===== src/rtl/clk_wiz_example_design.sv =====
`timescale 1ps/1ps
`default_nettype none
// ============================================================================
// Module   : clk_wiz_example_design
// Brief    : Lock-sequencing model of a clocking wizard with glitch-free gated
//            1:1 copy of dac_clk on CLK_OUT[1].
// Revision : 1.0 - initial release
// ============================================================================
module clk_wiz_example_design #(
  parameter int PER_DAC_CLK  = 3125,
  parameter int PER_PCIE_CLK = 3125,
  parameter int LOCK_CYCLES  = 64
) (
  input  logic       dac_clk,
  input  logic       reset,
  input  logic       power_down,
  input  logic       pcie_clk,
  output logic [1:1] CLK_OUT,
  output logic       locked,
  output logic       input_clk_stopped
);

  localparam logic [15:0] c_lock_last = 16'(LOCK_CYCLES - 1);

  typedef enum logic [1:0] {
    S_RESET   = 2'd0,
    S_LOCKING = 2'd1,
    S_LOCKED  = 2'd2,
    S_PWRDN   = 2'd3
  } state_t;

  state_t      r_state;
  state_t      w_state_nxt;
  logic [15:0] r_lock_cnt;
  logic [15:0] w_lock_cnt_nxt;
  logic [15:0] w_lock_cnt_inc;
  logic        r_locked;
  logic        w_locked_nxt;
  logic        r_stopped;
  logic        w_stopped_nxt;
  logic        r_gate_q;
  logic        w_unused;

  // pcie_clk and the period parameters exist only for pin/parameter compatibility
  assign w_unused = pcie_clk ^ (PER_DAC_CLK > 0) ^ (PER_PCIE_CLK > 0);

  assign w_lock_cnt_inc = r_lock_cnt + 16'd1;

  always_ff @(posedge dac_clk or negedge reset) begin
    if (!reset) begin
      r_state    <= S_RESET;
      r_lock_cnt <= '0;
      r_locked   <= 1'b0;
      r_stopped  <= 1'b1;
    end else begin
      r_state    <= w_state_nxt;
      r_lock_cnt <= w_lock_cnt_nxt;
      r_locked   <= w_locked_nxt;
      r_stopped  <= w_stopped_nxt;
    end
  end

  // power_down is tested before lock completion so the collision edge never locks
  always_comb begin
    w_state_nxt    = r_state;
    w_lock_cnt_nxt = r_lock_cnt;
    case (r_state)
      S_RESET, S_PWRDN: begin
        w_lock_cnt_nxt = '0;
        if (power_down)
          w_state_nxt = S_PWRDN;
        else if (c_lock_last == 16'd0)
          w_state_nxt = S_LOCKED;
        else
          w_state_nxt = S_LOCKING;
      end
      S_LOCKING: begin
        if (power_down) begin
          w_state_nxt    = S_PWRDN;
          w_lock_cnt_nxt = '0;
        end else begin
          w_lock_cnt_nxt = w_lock_cnt_inc;
          if (w_lock_cnt_inc == c_lock_last)
            w_state_nxt = S_LOCKED;
        end
      end
      S_LOCKED: begin
        if (power_down) begin
          w_state_nxt    = S_PWRDN;
          w_lock_cnt_nxt = '0;
        end
      end
      default: begin
        w_state_nxt    = S_RESET;
        w_lock_cnt_nxt = '0;
      end
    endcase
    w_locked_nxt  = (w_state_nxt == S_LOCKED);
    w_stopped_nxt = (w_state_nxt == S_PWRDN) || (w_state_nxt == S_RESET);
  end

  // Enable is resampled only while dac_clk is low, so the AND below cannot runt
  always_ff @(negedge dac_clk or negedge reset) begin
    if (!reset)
      r_gate_q <= 1'b0;
    else
      r_gate_q <= r_locked;
  end

  assign CLK_OUT[1]        = dac_clk & r_gate_q;
  assign locked            = r_locked;
  assign input_clk_stopped = r_stopped;

endmodule
`default_nettype wire


===== config.mk =====
export PLATFORM = sky130hd
export DESIGN_NAME = clk_wiz_example_design
export DESIGN_NICKNAME = d
export VERILOG_FILES = /design/src/rtl/clk_wiz_example_design.sv
export SDC_FILE = /design/constraint.sdc
export NUM_CORES = 1
export LEC_CHECK = 0
export ABC_AREA = 1
export ABC_CLOCK_PERIOD_IN_PS = 3210
export CAP_MARGIN = 25
export CORE_MARGIN = 5
export CORE_UTILIZATION = 40
export DETAILED_ROUTE_END_ITERATION = 10
export HOLD_SLACK_MARGIN = 0.02
export SLEW_MARGIN = 20
export SYNTH_ARGS = -nofsm -noshare
export SYNTH_HDL_FRONTEND = slang
export SYNTH_SLANG_ARGS = --single-unit

===== constraint.sdc =====
create_clock -name dac_clk -period 3.21 [get_ports dac_clk]
set_clock_uncertainty 0.15 [all_clocks]
set_input_delay 0.4815 -clock dac_clk [delete_from_list [all_inputs] [get_ports dac_clk]]
set_output_delay 0.4815 -clock dac_clk [all_outputs]
set_load 0.03 [all_outputs]

Yosys cells after proc, flatten, opt, wreduce, memory -nomap -nowiden
Index checks and enable logic that the tools add are counted.
- flip-flop bits (word level): 21
- bits in latches: 0
- bits in writable memories: 0
- ROM bits: 0
- input bits: 4
- output and inout bits: 3
- memories: 0
- $add $sub $neg: 1
- multipliers: 0
- divide/modulo/power cells: 0
- magnitude comparators: 0
- eq/ne operators: 7
- shift-type cells: 0
- multiplexer cells: 8
- bitwise operators: 1
- reduce and logical (&&, ||, !) cells: 4
- operators by type and width (kind ; count):
    $pmux W16 S3 ; 1
    $mux W16 ; 2
    $add A16 B1 Y16 const B ; 1
    $eq A16 B6 Y1 const B ; 1
    $eq A2 B2 Y1 const B ; 4
    $mux W2 ; 4
    $pmux W2 S3 ; 1
    $logic_not A2 Y1 ; 2
    $eq A2 B1 Y1 const B ; 1
    $ne A2 B2 Y1 const B ; 1
    $reduce_or A2 Y1 ; 1
    $and A1 B1 Y1 ; 1
    $logic_or A1 B1 Y1 ; 1

Logic depth before layout (Yosys ltp)
Gate-level depths: netlist of the first run.
- depth in word-level cells: 7
- mapped depth: 14
- depth with buffers taken out: 14

==> results of run 1 <==
==> how the worst min path moves through the flow <==
stage                    from             end  slack [ns]  cells after the start
5_1_grt                 reset   r_lock_cnt[9]        0.36                      2
3_5_place_dp   r_lock_cnt[15]  r_lock_cnt[15]        0.42                      2
4_1_cts                 reset   r_lock_cnt[9]        0.34                      2
3_3_place_gp   r_lock_cnt[15]  r_lock_cnt[15]        0.41                      2
2_1_floorplan           reset          locked        0.04                      0
6_report                reset  r_lock_cnt[12]        0.33                      2
==> per-layer routing <==
metal	global-route usage [%]	share of wire, %
met3	3.83	2.7
met1	17.8	48
met4	5.82	0.90
met5	0	0
met2	23.7	48
==> what timing repair did <==
action,in CTS,in global routing
setup endpoints to repair,2,2
setup buffers,0,0
pin swaps,0,0
endpoints found under the hold margin,0,0
gates resized for setup,7,0
==> cell usage after synthesis <==
cell type	count	share of area, %
o21ai_0	9	3.4
clkbuf_1	2	0.56
ha_1	5	4.7
nand2_1	55	16
nor3_1	1	0.38
nor2_2	2	0.94
dfstp_2	1	2.0
nor3b_1	1	0.56
dfrtp_1	19	36
nand3_2	2	1.5
nand4_1	7	3.3
xor2_1	1	0.66
o22ai_1	10	4.7
nor2_4	2	1.7
nand2_2	1	0.47
inv_1	28	7.9
a21oi_1	1	0.38
o21ai_1	2	0.75
nand3_1	17	6.4
nor2_1	18	5.1
inv_2	4	1.1
and2_1	1	0.47
dfrtn_1	1	1.9
==> through the flow <==
step,worst slack [ns],hold slack (ns),util (%),std cells
after global routing,-0.139,0.355,45.6,248
after detailed placement,-0.122,0.422,44.0,241
final,-0.0878,0.326,45.6,248
after global placement,-0.120,0.407,44.0,241
after CTS,-0.100,0.343,45.6,248
after floorplan,0.378,0.0359,-,190
==> layout make-up <==
type | count | area [sq um]
timing repair buffer | 6 | 55.1
fill | 330 | 1790
clock inverter | 1 | 3.75
clock buffer | 8 | 60.1
multi-input combinational | 135 | 677
inverter | 31 | 116
sequential | 21 | 527
tap | 46 | 57.6
==> state kept, by name, summed over array words and instances, names as in the netlist <==
| register | cells |
|---|---|
| r_lock_cnt | 16 |
| r_state | 2 |
| input_clk_stopped | 1 |
| locked | 1 |
| r_gate_q | 1 |
==> power breakdown <==
| part | total (mW) | internal, mW | switching, mW |
|---|---|---|---|
| sequential | 0.331 | 0.306 | 0.0244 |
| clock | 0.210 | 0.0985 | 0.111 |
| combinational | 0.244 | 0.0872 | 0.157 |
| total | 0.784 | 0.492 | 0.292 |
==> cells by family (layout without fill, tap and decap cells) <==
logic type      count (synthesis)  in the layout  synth area share (%)
compound gates                 22             22                  9.21
xor+xnor                        1              1                 0.658
fa+ha+maj                       5              5                  4.70
buf+inv                        34             46                  9.59
flops                          21             21                  39.6
simple gates                  107            107                  36.3
==> qor.yml, run 1 <==
initial_core_util_pct: 40.5
path_cells: "nand2_1, inv_1, buf_6"
avgSynthCellArea_sq_um: 7.01
reg2regPathDepth: 14
antenna_left: 0
vias: 1239
die_w_microns: 67.7
die-area_sq_um: 4580
reg2reg_from: "r_lock_cnt[1]"
yosys_warnings: 0
status: "complete, but fails checks"
place.port_buffers: 5
cts_hold_buf: 0
overflow: 0
crit_type: "flip-flop to output port"
wl_microns: 3010
crit_path_end: "CLK_OUT"
syn-num-nets: 199
critPathArrivalTime_ns: 2.67
setup_viol: 2
dp_hpwl_microns: 2240
io_pins: 7
grt_max_degree: 21
insertion_delay_ns: 0.42
r2r_slack_ns: 0.85
synth_seq_cells: 21
antenna_cells: 0
final_cell_mix: "nand2_1 (55), inv_1 (28), dfrtp_1 (19)"
fin_ws_ns: -0.0878
drive_above_1_share_pct: 10.4
reg2reg_to: "input_clk_stopped"
max-vdd-ir-drop_v: 0.000449
startpoint: "r_gate_q"
finalMaxSlewViolations: 0
final_common_cell: "nand2_1"
antenna_found_initial: 0
netlist_area_sq_um: 1330
end_kind: "output port"
final_area_sq_um: 1500
finalHoldViolCount: 0
cpMaxStageDelayCell: "dfrtn_1"
fin_total_pwr_mw: 0.784
setup-tns-final_ns: -0.0878
synthDistinctLibCells: 23
drt_iter0_drc: 49
hold_class: "primary input to async pin"
crit_path_start_kind: "flip-flop"
grt_pass1_vias: 1199
slew_headroom_pct: 66.5
dieHeight_microns: 67.7
cts_tree: "yes"
place_area_sq_um: 1450
rsz0062_at_grt: "yes"
drc_errors: 0
area_growth_pct: 12.4
detail_route.vias_per_cell: 5.00
power.density_nw_per_um2: 524
path_depth: 3
clk_pin_slew_ns: 0.13
cp.buffers_inverters: 2
nets: 212
drv_cap: 0
yosysSeqAreaShare_pct: 39.6
synthCells: 190
crit_required_ns: 2.58
worst_pin_slew_ns: 0.502
cpPeakStageDelay_ns: 0.40
cp_top_family: "flip-flops"
routedWlPerCell_microns: 12.1
gp_congestion: 0.814
grt_pass1_wl_microns: 4950
groute.usage.overall_pct: 14.4
first_pass_iters: 6
core_area_sq_um: 3280
violations: "setup timing"
crit_fanout: 1
placementRows: 21
p_leak_nw: 0.684
Note: power is estimated with default switching activity, not from simulation.
==> run 2, diff against run 1 <==
CORE_UTILIZATION = 61   (was 40)
PLACE_DENSITY = 0.81   (was unset)
==> qor.yml, run 2 (synthesis results as in run 1) <==
status: "complete, but fails checks"
violations: "setup timing"
post-route-util_pct: 68.4
die_w_microns: 56.7
slew_headroom_pct: 56.6
post_cts_buffers: 0
fill_cells: 183
groute.usage.overall_pct: 20.7
gp_congestion: 0.798
antenna_left: 0
grt_pass1_vias: 1273
reg2reg_from: "r_lock_cnt[1]"
place_area_sq_um: 1420
critPathArrivalTime_ns: 2.66
initial_core_util_pct: 62.0
multi_input_area_sq_um: 679
dp.cells: 222
crit_fanout: 1
reg2regPathDepth: 14
place.port_buffers: 5
r2r_slack_ns: 0.85
vias: 1290
nets: 211
overflow: 0
crit_path_start_kind: "flip-flop"
io_pins: 7
cts_tree: "yes"
p_leak_nw: 0.677
routedWlPerCell_microns: 13.3
regArea_sq_um: 527
reg2reg_to: "input_clk_stopped"
reg_top3: "r_lock_cnt: 16 flops, r_state: 2 flops"
placementRows: 17
largest_reg_flops: 16
crit_required_ns: 2.58
drt_iter0_drc: 87
clk_pin_slew_ns: 0.12
first_pass_iters: 4
holdWs_ns: 0.344
area_growth_pct: 10.3
grt_max_degree: 21
core_area_sq_um: 2150
drv_cap: 0
power.density_nw_per_um2: 533
finalHoldViolCount: 0
dieHeight_microns: 56.7
die-area_sq_um: 3220
finalMaxSlewViolations: 0
detail_route.vias_per_cell: 5.63
setup_viol: 2
drive_above_1_share_pct: 10.9
worst_pin_slew_ns: 0.646
dp_hpwl_microns: 2190
rsz0062_at_grt: "yes"
hold_class: "primary input to async pin"
top_register: "r_lock_cnt"
end_kind: "output port"
final_cell_mix: "nand2_1 (54), inv_1 (27), dfrtp_1 (19)"
crit_type: "flip-flop to output port"
fin_ws_ns: -0.0806
drc_errors: 0
stdcell_count: 229
insertion_delay_ns: 0.43
wl_microns: 3050
max-vdd-ir-drop_v: 0.000685
antenna_cells: 0
final_area_sq_um: 1470
grt_pass1_wl_microns: 5200
final_common_cell: "nand2_1"
antenna_found_initial: 0
[run 2: cell count changes in the layout (fill, tap and decap cells not counted), sizes merged]
| cell | previous run | this run |
|---|---|---|
| buf | 3 | 2 |
[run 2: through the flow]
step / setup TNS, ns / power, mW / setup slack (ns)
CTS: -0.0824 / 0.781 / -0.0824
floorplan: 0 / 0.510 / 0.378
global route: -0.149 / 0.850 / -0.149
global placement: -0.116 / 0.575 / -0.116
finish: -0.0806 / 0.783 / -0.0806
detailed placement: -0.122 / 0.599 / -0.122
[run 2: worst max path at each step]
| stage | end | depth (start not counted) | slack (ns) | from |
|---|---|---|---|---|
| floorplan | CLK_OUT | 2 | 0.38 | r_gate_q |
| global placement | CLK_OUT | 3 | -0.12 | r_gate_q |
| detailed placement | CLK_OUT | 3 | -0.12 | r_gate_q |
| CTS | CLK_OUT | 3 | -0.08 | r_gate_q |
| global route | CLK_OUT | 3 | -0.15 | r_gate_q |
| finish | CLK_OUT | 3 | -0.08 | r_gate_q |
[run 2: critical path: stages, from the launching register on]
cell and delay (ns):
dfrtn_1 0.41, nand2_2 0.05, inv_2 0.04, buf_6 0.12
[run 2: layout make-up]
class	count	share of cell area [%]
Timing Repair Buffer	5	3.24
Clock buffer	8	4.09
Inverter	31	7.92
Clock inverter	1	0.256
Tap cell	28	2.39
Multi-Input combinational cell	135	46.3
Sequential cell	21	35.9
[run 2: what timing repair did]
action,in CTS,in global routing
endpoints found under the setup margin,2,2
pin swaps,0,0
gates resized for setup,7,2
hold buffers,0,0
endpoints found under the hold margin,0,0
[run 2: layer usage]
metal  track usage [%]  wire length (microns)  vias to the layer above
met5                 0                      0                        -
met4              8.81                     59                        0
met3              5.52                    215                       11
met2              36.5                   1510                       53
met1              23.0                   1260                      592
li1                  -                      -                      634
[run 2: power by group]
group	internal [mW]	leakage, nW	switching (mW)
registers	0.306	0.282	0.0255
logic	0.0822	0.351	0.156
clock network	0.100	0.0437	0.113
total	0.489	0.677	0.294
==> run 3, diff against run 2 <==
CTS_CLUSTER_DIAMETER = 200   (was unset)
==> results of run 3 <==
Same layout as run 2: the final DEF is identical, and so are final timing and power.
==> RTL change 1, RTL diff (settings of run 1) <==
Put one more register stage on the output `locked`, without a reset. The value now appears one clock later. The other outputs are not delayed to match.
--- a/src/rtl/clk_wiz_example_design.sv
+++ b/src/rtl/clk_wiz_example_design.sv
@@ -109,5 +109,7 @@
 
   assign CLK_OUT[1]        = dac_clk & r_gate_q;
-  assign locked            = r_locked;
+  always_ff @(posedge dac_clk) begin
+    locked <= r_locked;
+  end
   assign input_clk_stopped = r_stopped;
 
Function: not checked (the comparison handles one clock edge and no latches or derived clocks); the edit may change what the design does.
==> RTL change 1 against run 1 <==
  * The run still ends with setup timing left
  * Sequential share of layout area increased by 0.36 points
  * Sequential cell count is 1 higher
  * Power up 12%
  * Wire length increased by 0.56%
  * Die area is 1.3% higher
  * Area after synthesis rose by 1.5%
  * Final area rose by 2.8%
  * Worst setup slack got worse by 3.0 ps
  * Critical path type unchanged
  * Largest cell class unchanged
  * Largest power group unchanged
==> RTL change 1: results (changes against run 1) <==
• finished, violations left — outcome, unchanged
• setup timing — violations in the final reports, unchanged
• 60.0% — relative slew slack, was 66.5%
• 2300 um — DPL Wire Length, was 2240 um
• 26.9% — share of total power in combinational logic, was 31.1%
• 0.000237 W — power attributed to combinational cells, was 0.000244 W
• 2 — Setup Viol. Count Final, unchanged
• 200 — post-synth net total, was 199
• 5.04 — Avg Vias per Cell, was 5.00
• dfrtp_1 — commonest register cell after synthesis, unchanged
• -90.8 ps — setup TNS after final layout, was -87.8 ps
• 0.820 — routability-driven placement congestion ratio, was 0.814
• 420 ps — slowest stage delay, CP, was 400 ps
• 12.2 um — average wire per cell in the routed design, was 12.1 um
• 0.000347 W — Flop+latch power, was 0.000331 W
• 191 — Syn Inst Count, was 190
• -114 ps — worst slack, placed, was -122 ps
• 358 uV — IR Drop Worst-Case VDD, was 449 uV
• reg2reg — worst hold path class, was in2async
• 1249 — via count, was 1239
• 0 — antenna violations before repair, unchanged
• 15.3% — global router's overall resource usage, was 14.4%
• 0.000581 W — internal power of the cells, was 0.000492 W
• 1460 um2 — Placed Instance Area, was 1450 um2
• 24 — number of distinct library cell variants in the gate-level netlist after synthesis, was 23
• 46.4% — final cell utilization of the core, was 45.6%
• 0.699 nW — leakage power, was 0.684 nW
• dfrtp_1, nand2_1, inv_1, nand3_1, nor2_1 — leading cell types by total area after synthesis, unchanged
• 11.4% — share of post-route cells with drive strength above 1, was 10.4%
• 21 — largest net degree at the start of global routing, unchanged
• -90.8 ps — fin worst setup slack, was -87.8 ps
-- RTL change 1: path summary, 6_finish.rpt --
check / depth (start not counted) / start / endpoint / slack (ps)
max: 3 / r_gate_q$_DFF_NN0_ / CLK_OUT / -90
min: 0 / r_locked$_DFF_PN0_ / locked$_DFF_P_ / 240
max reg2reg: 12 / r_lock_cnt[1]$_DFFE_PN0P_ / input_clk_stopped$_DFF_PN1_ / 830
min reg2reg: 0 / r_locked$_DFF_PN0_ / locked$_DFF_P_ / 240
max in group asynchronous: 1 / reset / r_gate_q$_DFF_NN0_ / 1160
min in group asynchronous: 2 / reset / r_lock_cnt[8]$_DFFE_PN0P_ / 360
-- RTL change 1: per-layer routing --
| layer | wire (um) | up-vias | GRT usage (%) |
|---|---|---|---|
| li1 | - | 636 | - |
| met1 | 1390 | 590 | 18.0 |
| met2 | 1520 | 17 | 25.8 |
| met3 | 89 | 6 | 4.11 |
| met4 | 34 | 0 | 6.95 |
| met5 | 0 | - | 0 |
-- RTL change 1: logic make-up after synthesis --
logic type                 Yosys count  share of synthesized area [%]
DFF                                 22                           40.5
xor gates and xnor gates             1                          0.648
AOI/OAI and AO/OA                   22                           9.07
and+or+nand+nor                    107                           35.7
adders and majority gates            5                           4.63
buffers and inverters               34                           9.44
-- RTL change 1: cell type report --
class,count,share of cell area [%]
multi-input combinational,135,44.2
sequential,22,35.6
inverter,31,7.57
tap,46,3.74
clock buffer,7,3.66
timing repair buffer,5,3.09
clock inverter,2,2.20
-- RTL change 1: what timing repair did --
action,in CTS,in global routing
endpoints found under the setup margin,2,2
resized for setup,7,2
pin swaps,0,0
==> RTL change 2, RTL diff (flow settings as in run 1) <==
Without the edit above. Change the parameter `LOCK_CYCLES` from 64 to 48.
--- a/src/rtl/clk_wiz_example_design.sv
+++ b/src/rtl/clk_wiz_example_design.sv
@@ -10,5 +10,5 @@
   parameter int PER_DAC_CLK  = 3125,
   parameter int PER_PCIE_CLK = 3125,
-  parameter int LOCK_CYCLES  = 64
+  parameter int LOCK_CYCLES  = 48
 ) (
   input  logic       dac_clk,
Check against the original RTL: not checked (the comparison handles one clock edge and no latches or derived clocks); the edit may change what the design does.
==> RTL change 2 against run 1 <==
  * The run still ends with setup timing left
  * Highest routed layer unchanged
  * Largest power group unchanged
  * Worst setup slack improved by 11 ps
  * Sequential cell count unchanged
  * First-iteration DRC count increased by 47%
  * Area after synthesis decreased by 0.94%
  * Sequential power decreased by 2%
  * Count of clock-buffer cells in the layout decreased by 1
  * Power decreased by 0.85%
  * Critical endpoint unchanged
  * Wire length decreased by 6.3%
  * Final area decreased by 0.75%
  * Largest cell class unchanged
==> RTL change 2: results (changes against run 1) <==
• 2 — Setup Viol. Count Final, unchanged
• 1185 — vias in the first global route, was 1199
• setup timing — violations in the final reports, unchanged
• 4 — First-pass DRT Iterations, was 6
• 2820 um — sum of routed wire length over all layers, was 3010 um
• 209 — net total in the final layout, was 212
• -77.1 ps — setup TNS after final layout, was -87.8 ps
• 4.74% — area share of fa/ha/maj cells after synthesis, was 4.70%
• dfrtp_1, nand2_1, inv_1, nor2_1, nand3_1 — leading cell types by total area after synthesis, was dfrtp_1, nand2_1, inv_1, nand3_1, nor2_1
• 0.836 — routability-driven placement congestion ratio, was 0.814
• 196 — post-synth net total, was 199
• finished, violations left — outcome, unchanged
• 2150 um — DPL Wire Length, was 2240 um
• 4930 um — wire length of the first global-routing pass, was 4950 um
• nand2_1, inv_1, nor2_1, dfrtp_1, nand3_1 — most frequent cells after synthesis, was nand2_1, inv_1, dfrtp_1, nor2_1, nand3_1
• 4.92 — Avg Vias per Cell, was 5.00
• 526 ps — Slew @ Worst Pin, was 502 ps
• 10.1% — area fraction in compound gates after synthesis, was 9.21%
• 14.5% — global router's overall resource usage, was 14.4%
• -77.1 ps — fin worst setup slack, was -87.8 ps
• 72 — violation count after the first detailed-routing iteration, was 49
• 1.90% — xor and xnor area share after synthesis, was 0.658%
• 340 — fill cell count, was 330
• 39.9% — sequential-to-total area share from yosys stat, was 39.6%
• 0.688 nW — leakage power, was 0.684 nW
## RTL change 2: cell types whose count changed after synthesis, moves of 2 or more
| cell | delta |
|---|---|
| inv_1 | +4 |
| a21oi_1 | +3 |
| inv_2 | -4 |
| nor2_4 | -2 |
| nor2_1 | +3 |
| nand3_1 | -3 |
## RTL change 2: critical path, delay by kind of cell (launching register included)
family | cells | cell delay [ps]
buf+inv | 2 | 170
flops | 1 | 400
simple gates | 1 | 60
## RTL change 2: logic make-up after synthesis
logic type               count (synthesis)
XOR/XNOR                                 2
adder cells (fa/ha/maj)                  5
flip-flops                              21
AND/OR/NAND/NOR                        101
AO/OA/AOI/OAI                           24
buffers and inverters                   34
## RTL change 2: where the power goes
| part | switching (W) | total (W) | leakage (nW) | internal [W] |
|---|---|---|---|---|
| Combinational | 0.000157 | 0.000246 | 0.364 | 0.0000883 |
| Clock | 0.000109 | 0.000207 | 0.0420 | 0.0000972 |
| Sequential | 0.0000197 | 0.000325 | 0.282 | 0.000306 |
## RTL change 2: metrics by stage
stage               instance area (um2)  hold slack, ps  setup slack, ps  total power [W]  instances
global route                       1490             380             -156         0.000837        243
CTS                                1490             387             -108         0.000792        243
finish                             1490             376            -77.1         0.000778        243
global placement                   1430             399             -120         0.000587        236
detailed placement                 1430             408             -124         0.000600        236
floorplan                          1320            35.9              378         0.000512        187
## RTL change 2: timing repair
| action | 4_1_cts | 5_1_grt |
|---|---|---|
| hold buffers | 0 | 0 |
| resized for setup | 7 | 1 |
| gates cloned | 0 | 0 |
| setup endpoints to repair | 2 | 2 |
## RTL change 2: area by class of cell
type	instances	area (um2)	area share, %
well taps	44	55.1	3.71
flip-flops and latches	21	527	35.5
clock inverters	2	11.3	0.758
inverters	31	116	7.83
clock buffers	7	56.3	3.79
repair buffers	6	55.1	3.71
multi-input cells	132	664	44.7
## RTL change 2: final timing paths
| path | cells past startpoint | endpoint | start | slack (ps) |
|---|---|---|---|---|
| min | 2 | r_lock_cnt[15]$_DFFE_PN0P_ | reset | 380 |
| min reg2reg | 2 | r_lock_cnt[15]$_DFFE_PN0P_ | r_lock_cnt[15]$_DFFE_PN0P_ | 440 |
| max in group asynchronous | 1 | r_gate_q$_DFF_NN0_ | reset | 1140 |
| max | 3 | CLK_OUT | r_gate_q$_DFF_NN0_ | -80 |
| min in group dac_clk | 2 | r_lock_cnt[15]$_DFFE_PN0P_ | r_lock_cnt[15]$_DFFE_PN0P_ | 440 |
| max reg2reg | 11 | input_clk_stopped$_DFF_PN1_ | r_lock_cnt[1]$_DFFE_PN0P_ | 820 |
## RTL change 2: routing by layer
metal | track usage (%) | up-vias | share of wire, %
li1 | - | 624 | -
met1 | 17.1 | 552 | 46
met3 | 5.16 | 2 | 4.5
met4 | 4.05 | 0 | 0.35
met2 | 24.8 | 18 | 49
met5 | 0 | - | 0
